### src/rtl/mult_tree_pipe_if.sv
// Stream bundle for mult_tree_pipe: operand side (in_*) and product side (out_*).
// master = upstream producer/downstream consumer (bench), slave = the multiplier core.
interface mult_tree_pipe_if #(
  parameter int WIDTH = 16,
  parameter int TAG_W = 4
);
  logic                 in_valid;
  logic                 in_ready;
  logic                 in_signed;
  logic [WIDTH-1:0]     in_a;
  logic [WIDTH-1:0]     in_b;
  logic [TAG_W-1:0]     in_tag;
  logic                 out_valid;
  logic                 out_ready;
  logic [2*WIDTH-1:0]   out_product;
  logic [TAG_W-1:0]     out_tag;

  modport master (
    output in_valid, in_signed, in_a, in_b, in_tag, out_ready,
    input  in_ready, out_valid, out_product, out_tag
  );

  modport slave (
    input  in_valid, in_signed, in_a, in_b, in_tag, out_ready,
    output in_ready, out_valid, out_product, out_tag
  );
endinterface

### src/rtl/mult_tree_pipe.sv
// Pipelined WIDTH x WIDTH multiplier: registered partial-product rows reduced by a
// registered binary adder tree, one global advance enable, tag carried alongside.
module mult_tree_pipe #(
  parameter int WIDTH = 16,
  parameter int TAG_W = 4
) (
  input  logic           clk,
  input  logic           rst,
  mult_tree_pipe_if.slave bus
);

  localparam int LEVELS = $clog2(WIDTH);
  localparam int PW     = 2 * WIDTH;
  // Leaves plus every tree level except the final sum, which lives in product_q.
  localparam int NODES  = 2 * WIDTH - 2;

  // Tree nodes are stored flat; level k starts at base(k).
  function automatic int base(input int k);
    return 2 * WIDTH - 2 * (WIDTH >> k);
  endfunction

  logic                          adv;
  logic signed [PW-1:0]          ext_a;
  logic signed [PW-1:0]          tree_nxt [NODES];
  logic signed [PW-1:0]          tree_p   [NODES];
  logic        [LEVELS:0]        vld_p;
  logic        [LEVELS-1:0][TAG_W-1:0] tag_p;
  logic signed [PW-1:0]          product_q;
  logic        [TAG_W-1:0]       tag_q;

  assign adv   = !bus.out_valid || bus.out_ready;
  assign ext_a = bus.in_signed ? {{WIDTH{bus.in_a[WIDTH-1]}}, bus.in_a}
                               : {{WIDTH{1'b0}}, bus.in_a};

  // Stage 0 inputs: one shifted row per multiplier bit; the signed MSB row weighs -2^(W-1).
  for (genvar p = 0; p < WIDTH; p++) begin : g_row
    logic signed [PW-1:0] shifted;
    assign shifted = bus.in_b[p] ? (ext_a << p) : '0;
    if (p == WIDTH - 1) begin : g_msb
      assign tree_nxt[p] = bus.in_signed ? -shifted : shifted;
    end else begin : g_lsb
      assign tree_nxt[p] = shifted;
    end
  end

  // Stages 1..LEVELS-1 inputs: pairwise sums of the previous stage, modulo 2^PW.
  for (genvar k = 1; k < LEVELS; k++) begin : g_lvl
    for (genvar i = 0; i < (WIDTH >> k); i++) begin : g_node
      localparam int D = base(k) + i;
      localparam int S = base(k - 1) + 2 * i;
      assign tree_nxt[D] = tree_p[S] + tree_p[S + 1];
    end
  end

  always_ff @(posedge clk or posedge rst) begin
    if (rst) begin
      vld_p <= '0;
    end else if (adv) begin
      vld_p <= {vld_p[LEVELS-1:0], bus.in_valid};
    end
  end

  always_ff @(posedge clk) begin
    if (adv) begin
      tree_p <= tree_nxt;
      tag_p  <= {tag_p[LEVELS-2:0], bus.in_tag};
    end
  end

  // Stage LEVELS: final sum is the architecturally visible output, so it is cleared on reset.
  always_ff @(posedge clk or posedge rst) begin
    if (rst) begin
      product_q <= '0;
      tag_q     <= '0;
    end else if (adv) begin
      product_q <= tree_p[NODES-2] + tree_p[NODES-1];
      tag_q     <= tag_p[LEVELS-1];
    end
  end

  assign bus.in_ready    = adv;
  assign bus.out_valid   = vld_p[LEVELS];
  assign bus.out_product = product_q;
  assign bus.out_tag     = tag_q;

endmodule

### src/flat_wrapper.sv
// flat-port wrapper written by rule: the top's interface ports become plain ports
module mult_tree_pipe_flat 
#(
  parameter int WIDTH = 16,
  parameter int TAG_W = 4
)
  (clk, rst, bus_in_valid, bus_in_signed, bus_in_a, bus_in_b, bus_in_tag, bus_out_ready, bus_in_ready, bus_out_valid, bus_out_product, bus_out_tag);
  mult_tree_pipe_if #(.WIDTH(WIDTH), .TAG_W(TAG_W)) bus_i ();
  input  logic clk;
  input  logic rst;
  input wire logic [$bits(bus_i.in_valid)-1:0] bus_in_valid;
  input wire logic [$bits(bus_i.in_signed)-1:0] bus_in_signed;
  input wire logic [$bits(bus_i.in_a)-1:0] bus_in_a;
  input wire logic [$bits(bus_i.in_b)-1:0] bus_in_b;
  input wire logic [$bits(bus_i.in_tag)-1:0] bus_in_tag;
  input wire logic [$bits(bus_i.out_ready)-1:0] bus_out_ready;
  output wire logic [$bits(bus_i.in_ready)-1:0] bus_in_ready;
  output wire logic [$bits(bus_i.out_valid)-1:0] bus_out_valid;
  output wire logic [$bits(bus_i.out_product)-1:0] bus_out_product;
  output wire logic [$bits(bus_i.out_tag)-1:0] bus_out_tag;
  assign bus_i.in_valid = bus_in_valid;
  assign bus_i.in_signed = bus_in_signed;
  assign bus_i.in_a = bus_in_a;
  assign bus_i.in_b = bus_in_b;
  assign bus_i.in_tag = bus_in_tag;
  assign bus_i.out_ready = bus_out_ready;
  assign bus_in_ready = bus_i.in_ready;
  assign bus_out_valid = bus_i.out_valid;
  assign bus_out_product = bus_i.out_product;
  assign bus_out_tag = bus_i.out_tag;
  mult_tree_pipe #(.WIDTH(WIDTH), .TAG_W(TAG_W)) u_core (.clk(clk), .rst(rst), .bus(bus_i));
endmodule
### config.mk
export PLATFORM = sky130hd
export DESIGN_NAME = mult_tree_pipe_flat
export DESIGN_NICKNAME = d
export VERILOG_FILES = /design/src/rtl/mult_tree_pipe_if.sv /design/src/rtl/mult_tree_pipe.sv /design/src/flat_wrapper.sv
export SDC_FILE = /design/constraint.sdc
export NUM_CORES = 1
export LEC_CHECK = 0
export CAP_MARGIN = 10
export CORE_MARGIN = 3
export CORE_UTILIZATION = 40
export CTS_CLUSTER_DIAMETER = 40
export DETAILED_ROUTE_END_ITERATION = 16
export PLACE_DENSITY = 0.63
export SLEW_MARGIN = 30
export SYNTH_ARGS = -nofsm -noshare
export SYNTH_HDL_FRONTEND = slang
export SYNTH_SLANG_ARGS = --single-unit
export TNS_END_PERCENT = 20
### constraint.sdc
create_clock -name clk -period 47.9 [get_ports clk]
set_input_delay 9.58 -clock clk [delete_from_list [all_inputs] [get_ports clk]]
set_output_delay 9.58 -clock clk [all_outputs]
set_load 0.02 [all_outputs]
==> results of run 1 <==
-- through the flow --
step,setup slack [ns],cell area [sq um],cells,util (%),power [W]
floorplan,10.64,37300,3116,-,0.00249
global placement,26.28,39500,4375,42.9,0.00281
detailed placement,26.27,39500,4377,42.9,0.00283
CTS,26.27,43300,4582,47.0,0.00366
global route,26.38,43300,4583,47.1,0.00391
finish,26.53,43400,4586,47.1,0.00365
-- logic make-up (layout without fill, tap and decap cells) --
group	after synthesis	in the layout	synth area share (%)
AOI/OAI and AO/OA	792	792	13.9
xor gates and xnor gates	249	249	5.85
adders and majority gates	312	312	10.8
buffers and inverters	184	408	1.87
DFF	690	690	55.1
muxes	6	6	0.165
other	0	3	0
and+or+nand+nor	883	883	12.3
-- placed cells by master, fill, tap and decap left out, drive strengths merged, types with 8 or more instances in the layout --
cell type / n
a211o: 10
a211oi: 27
a21boi: 9
a21o: 126
a21oi: 244
a221oi: 10
a31o: 27
a31oi: 26
and2: 255
and3: 39
buf: 28
bufinv: 13
clkbuf: 113
clkdlybuf4s50: 74
clkinv: 25
clkinvlp: 15
dfrtp: 41
edfxtp: 649
fa: 15
ha: 297
inv: 140
nand2: 208
nand2b: 37
nand3: 49
nand4: 18
nor2: 147
nor2b: 40
nor3: 36
nor4: 8
o211ai: 9
o21a: 37
o21ai: 141
o21bai: 35
o31ai: 21
or3: 9
xnor2: 167
xor2: 82
-- critical path, delay by kind of cell --
family	cells	cell delay (ns)
buf+inv	4	2.02
simple gates	1	0.14
-- path summary, 6_finish.rpt --
path	from	depth (start not counted)	slack (ns)	endpoint
max	bus_out_ready	5	26.53	bus_in_ready
min	u_core.tag_p[8]	0	0.41	u_core.tag_p[12]
max reg2reg	u_core.vld_p[4]	6	43.38	u_core.tree_p[687]
min reg2reg	u_core.tag_p[8]	0	0.41	u_core.tag_p[12]
max in group asynchronous	rst	3	38.19	u_core.bus.out_product[18]
min in group asynchronous	rst	3	9.34	u_core.bus.out_tag[3]
-- power breakdown --
| part | leakage (nW) | switching, W | internal [W] | total [W] |
|---|---|---|---|---|
| combinational | 8.68 | 0.000984 | 0.000689 | 0.00167 |
| clock | 1.84 | 0.000311 | 0.000500 | 0.000811 |
| sequential | 7.30 | 0.000104 | 0.00106 | 0.00117 |
-- state kept, by name (all words and copies together) (netlist names) --
name,count
u_core.vld_p,5
u_core.tag_p,16
u_core.bus.out_tag,4
u_core.tree_p,633
u_core.bus.out_product,32
-- metal layers --
metal | up-vias | wire, um
met1 | 11300 | 38900
li1 | 11900 | -
met2 | 483 | 34600
met3 | 126 | 3640
met4 | 2 | 2270
met5 | - | 7
-- cell type report --
cell class                 count  area (sq um)
sequential                   690         20500
timing repair buffer         102          1010
fill                        8208         48700
clock inverter                92          1080
antenna                        3          7.51
inverter                     101           387
tap                         1243          1560
multi-input combinational   2242         16100
clock buffer                 113          2740
==> summary.md, run 1 <==
| Metric | Value |
|---|---|
| Max clock buf depth | `3` |
| Cell area after synthesis | `0.0373 sq mm` |
| CTS buffer count | `108` |
| DRC marker count from the first detailed-route iteration | `1550` |
| Endpoints failing hold | `0` |
| Starting density of the core | `40.5%` |
| Routed Antenna Nets | `0` |
| Met3 global-route usage | `2.59%` |
| Synth warn | `0` |
| Setup CP Type | `input port to output port` |
| Number of post-CTS setup repair buffers | `0` |
| Top post-synthesis cells by area | `edfxtp_1 52%, ha_1 10%, and2_1 4.3%` |
| Routability cong. | `0.840` |
| Peak VDD IR | `39.7 uV` |
| Layout Skew | `0.0415 ns` |
| Max stage delay on crit path | `0.75 ns` |
| Final hold slack | `0.405 ns` |
| CP Capture Type | `output port` |
| Global routing's busiest layer | `met2` |
| Crit path top cell by count | `clkdlybuf4s50_1` |
| Unrepaired setup endpoints after global routing | `false` |
| CTS tree | `yes` |
| Gate Count Post-Synth | `3116` |
| Tmin final | `21.37 ns` |
| Syn avg cell area | `12.0 sq um` |
| Top cell type's share of synthesized area | `52.3%` |
| Clk sinks | `690` |
| Critical Path RT | `38.32 ns` |
| Slew HR | `37.4%` |
| Grt met2 use | `24.5%` |
| Post-detail-place hpwl | `55300 um` |
| Share of layout cells above drive strength 1 | `8.35%` |
| DR pass1 iterations | `6` |
| Clk_lat worst skew | `0.67 ns` |
| Leak | `17.8 nW` |
| Final setup violation count | `0` |
| Die area | `0.0968 sq mm` |
| Global-route wire length before repair | `125000 um` |
| Fin nets | `3598` |
| Area grow syn2layout | `16.4%` |
| Die H | `311 um` |
| CTS Hold Buffers Added | `0` |
| Met1 Track Usage GR | `23.5%` |
| Tot GR Track Use | `16.2%` |
| Synthesis-stage register bit count | `690` |
| Setup TNS Final | `0 ns` |
| Hold Crit Class | `flop to flop` |
| Number of max-cap violations | `0` |
| Top FF cell, synth | `edfxtp_1` |
| Root Driver | `clkbuf_16` |
| Yosys cell types | `81` |
| Synth cell count leaders | `649 x edfxtp_1, 297 x ha_1, 255 x and2_1` |
| Post-synth top area cell | `edfxtp_1` |
| Initial antenna violation count | `6` |
| Core area | `0.0921 sq mm` |
| H-Tree Depth | `3` |
| Final number of max-transition violations | `0` |
| Post-Syn Nets | `3469` |
| Core Rows | `111` |
| DRC viols | `0` |
| Outcome | `finished clean` |
| Critical path arrival | `11.79 ns` |
| Post-synth EDFFs | `649` |
| Vias in the first global route | `22900` |
| DR vias | `23800` |
| Vias/cell | `5.20` |
| Final wirelength | `79400 um` |
| Grt total ovfl | `0` |
| Period utilization | `44.6%` |
| Worst slew pin tran | `0.933 ns` |
| Largest net degree at the start of global routing | `137` |
| Post-synth ARST share | `5.94%` |
| Seq/Total Area, Yosys | `55.1%` |
| Top Ports | `79` |
| Pwr per Cell Area | `84.2 mW/mm^2` |
| CP cell instances | `clkdlybuf4s50_1, nor2b_4, buf_16, inv_8, clkdlybuf4s50_1` |
| Post-DR wirelength/cell | `17.3 um` |
| Slowest-stage cell, CP | `clkdlybuf4s50_1` |
| Post_cts resized | `0` |
| Fmax | `46.8 MHz` |
| Clock transition at path regs | `0.06 ns` |
| Count leader, synth | `edfxtp_1` |
| Port Buffer Count | `78` |
| Die Wd | `311 um` |
| Critical path fanouts, max | `136` |
| Startpoint class of the critical path | `input port` |
Note: power is estimated with default switching activity, not from simulation.
==> run 2, diff against run 1 <==
Clock period 47.9 ns to 20.1 ns, I/O delays scaled along.
==> run 2 against run 1 <==
  * Via count decreased by 0.66%
  * Final area is 0.48% lower
  * Non-clock buffer count shrank 3
  * Critical endpoint unchanged
  * Clock skew fell by 0.0025 ns
==> summary.md, run 2 (same netlist as run 1, synthesis figures left out) <==
| Metric | Value |
|---|---|
| Commonest non-fill, non-tap cell in the layout | `edfxtp_1` |
| Clk_lat worst skew | `0.67 ns` |
| CP cell instances | `clkdlybuf4s50_1, nor2b_4, buf_16, clkinv_8, clkdlybuf4s50_1` |
| Critical path arrival | `6.42 ns` |
| Endpoints failing hold | `0` |
| Clock transition at path regs | `0.06 ns` |
| DR pass1 iterations | `5` |
| Share of layout cells above drive strength 1 | `7.69%` |
| Post-detail-place hpwl | `55100 um` |
| Starting density of the core | `40.5%` |
| Number of max-cap violations | `0` |
| Root Driver | `clkbuf_16` |
| Setup CP Type | `input port to output port` |
| Final number of max-transition violations | `0` |
| Post-DR wirelength/cell | `17.1 um` |
| Fmax | `95.8 MHz` |
| Worst slew pin tran | `0.970 ns` |
| Vias/cell | `5.18` |
| Tmin final | `10.44 ns` |
| Die Wd | `311 um` |
| Layout Skew | `0.0390 ns` |
| Final hold slack | `0.406 ns` |
| Largest Register | `u_core.tree_p` |
| Tot GR Track Use | `16.1%` |
| Startpoint class of the critical path | `input port` |
| Final wirelength | `78300 um` |
| Routed Antenna Nets | `0` |
| WP buf/inv | `4` |
| CTS Hold Buffers Added | `0` |
| Core Rows | `111` |
| Outcome | `finished clean` |
| CTS tree | `yes` |
| Fin nets | `3592` |
| Largest register FFs | `633` |
| Post_cts resized | `0` |
| CTS buffer count | `105` |
| Setup TNS Final | `0 ns` |
| Hold Crit Class | `flop to flop` |
| Slowest-stage cell, CP | `clkdlybuf4s50_1` |
| Pwr per Cell Area | `199 mW/mm^2` |
| Slew HR | `35.1%` |
| Clk sinks | `690` |
| Grt total ovfl | `0` |
| Period utilization | `51.9%` |
| CP Capture Type | `output port` |
| Worst slack, placed | `9.58 ns` |
| Vias in the first global route | `22900` |
| Top Ports | `79` |
| Final worst slack | `9.66 ns` |
| H-Tree Depth | `3` |
| Global-route wire length before repair | `125000 um` |
| Initial antenna violation count | `4` |
| Number of post-CTS setup repair buffers | `0` |
| Max clock buf depth | `3` |
| Max stage delay on crit path | `0.73 ns` |
| Most frequent cells in the layout | `649 x edfxtp_1, 297 x ha_1, 255 x and2_1, 240 x a21oi_1, 208 x nand2_1` |
| Die H | `311 um` |
| Area grow syn2layout | `15.8%` |
| Core area | `0.0921 sq mm` |
| Die area | `0.0968 sq mm` |
| DR vias | `23700` |
| Layout filler cell count | `8178` |
| Critical Path RT | `16.08 ns` |
| Critical path fanouts, max | `147` |
| Final setup violation count | `0` |
| Routability cong. | `0.825` |
| Port Buffer Count | `78` |
| Crit path top cell by count | `clkdlybuf4s50_1` |
| Peak VDD IR | `81.1 uV` |
| Largest net degree at the start of global routing | `148` |
| DRC viols | `0` |
| Unrepaired setup endpoints after global routing | `false` |
| DRC marker count from the first detailed-route iteration | `1962` |
| Leak | `17.7 nW` |
| Crit path max-delay family | `buffers and inverters` |
==> run 2: cell types whose count changed in the layout (fill, tap and decap cells not counted), sizes merged, moves of 2 or more <==
cell / change
clkinv: +21
inv: -31
buf: -2
clkinvlp: -2
==> run 2: worst paths after layout <==
| path | slack [ns] | startpoint | to | cells after the start |
|---|---|---|---|---|
| worst min register to register | 0.41 | u_core.tag_p[0] | u_core.tag_p[4] | 0 |
| min in group asynchronous | 3.80 | rst | u_core.bus.out_product[3] | 3 |
| max in group asynchronous | 15.96 | rst | u_core.bus.out_product[29] | 3 |
| worst max-delay path | 9.66 | bus_out_ready | bus_in_ready | 5 |
| worst max register to register | 16.56 | u_core.tree_p[207] | u_core.tree_p[95] | 9 |
| worst min-delay path | 0.41 | u_core.tag_p[0] | u_core.tag_p[4] | 0 |
==> run 2: final cells by class <==
type / count / area [sq um] / share of cell area [%]
multi-input combinational: 2242 / 16100 / 37.2
antenna: 2 / 5.00 / 0.0116
clock buffer: 114 / 2730 / 6.32
clock inverter: 81 / 910 / 2.11
timing repair buffer: 99 / 977 / 2.26
tap: 1243 / 1560 / 3.60
inverter: 101 / 392 / 0.908
sequential: 690 / 20500 / 47.5
==> run 2: per-stage QoR <==
step           std cells  utilization (%)  cell area [sq um]  power (W)
2_1_floorplan       3116                -              37300    0.00579
3_3_place_gp        4372             42.8              39400    0.00670
3_5_place_dp        4373             42.8              39500    0.00676
4_1_cts             4568             46.8              43100    0.00864
5_1_grt             4570             46.8              43100    0.00924
6_report            4572             46.9              43100    0.00860
==> run 2: power breakdown <==
| group | internal, W | total [W] | switching, W |
|---|---|---|---|
| clock network | 0.00117 | 0.00184 | 0.000669 |
| logic | 0.00164 | 0.00399 | 0.00235 |
| registers | 0.00253 | 0.00278 | 0.000247 |
==> run 2: worst register-to-register path, delay by kind of cell, from the launching register on <==
| kind | cells | cell delay, ns |
|---|---|---|
| AO/OA/AOI/OAI | 6 | 1.77 |
| XOR/XNOR | 1 | 0.63 |
| adder cells (fa/ha/maj) | 1 | 0.32 |
| flip-flops | 1 | 0.44 |
| AND/OR/NAND/NOR | 1 | 0.08 |
==> run 2: per-layer routing <==
layer | vias to the layer above | share of wire, % | GRT usage [%]
met2 | 420 | 45 | 25.2
met4 | 2 | 1.7 | 4.03
li1 | 11900 | - | -
met3 | 105 | 4.4 | 2.64
met5 | - | 0.017 | 0
met1 | 11300 | 49 | 23.4
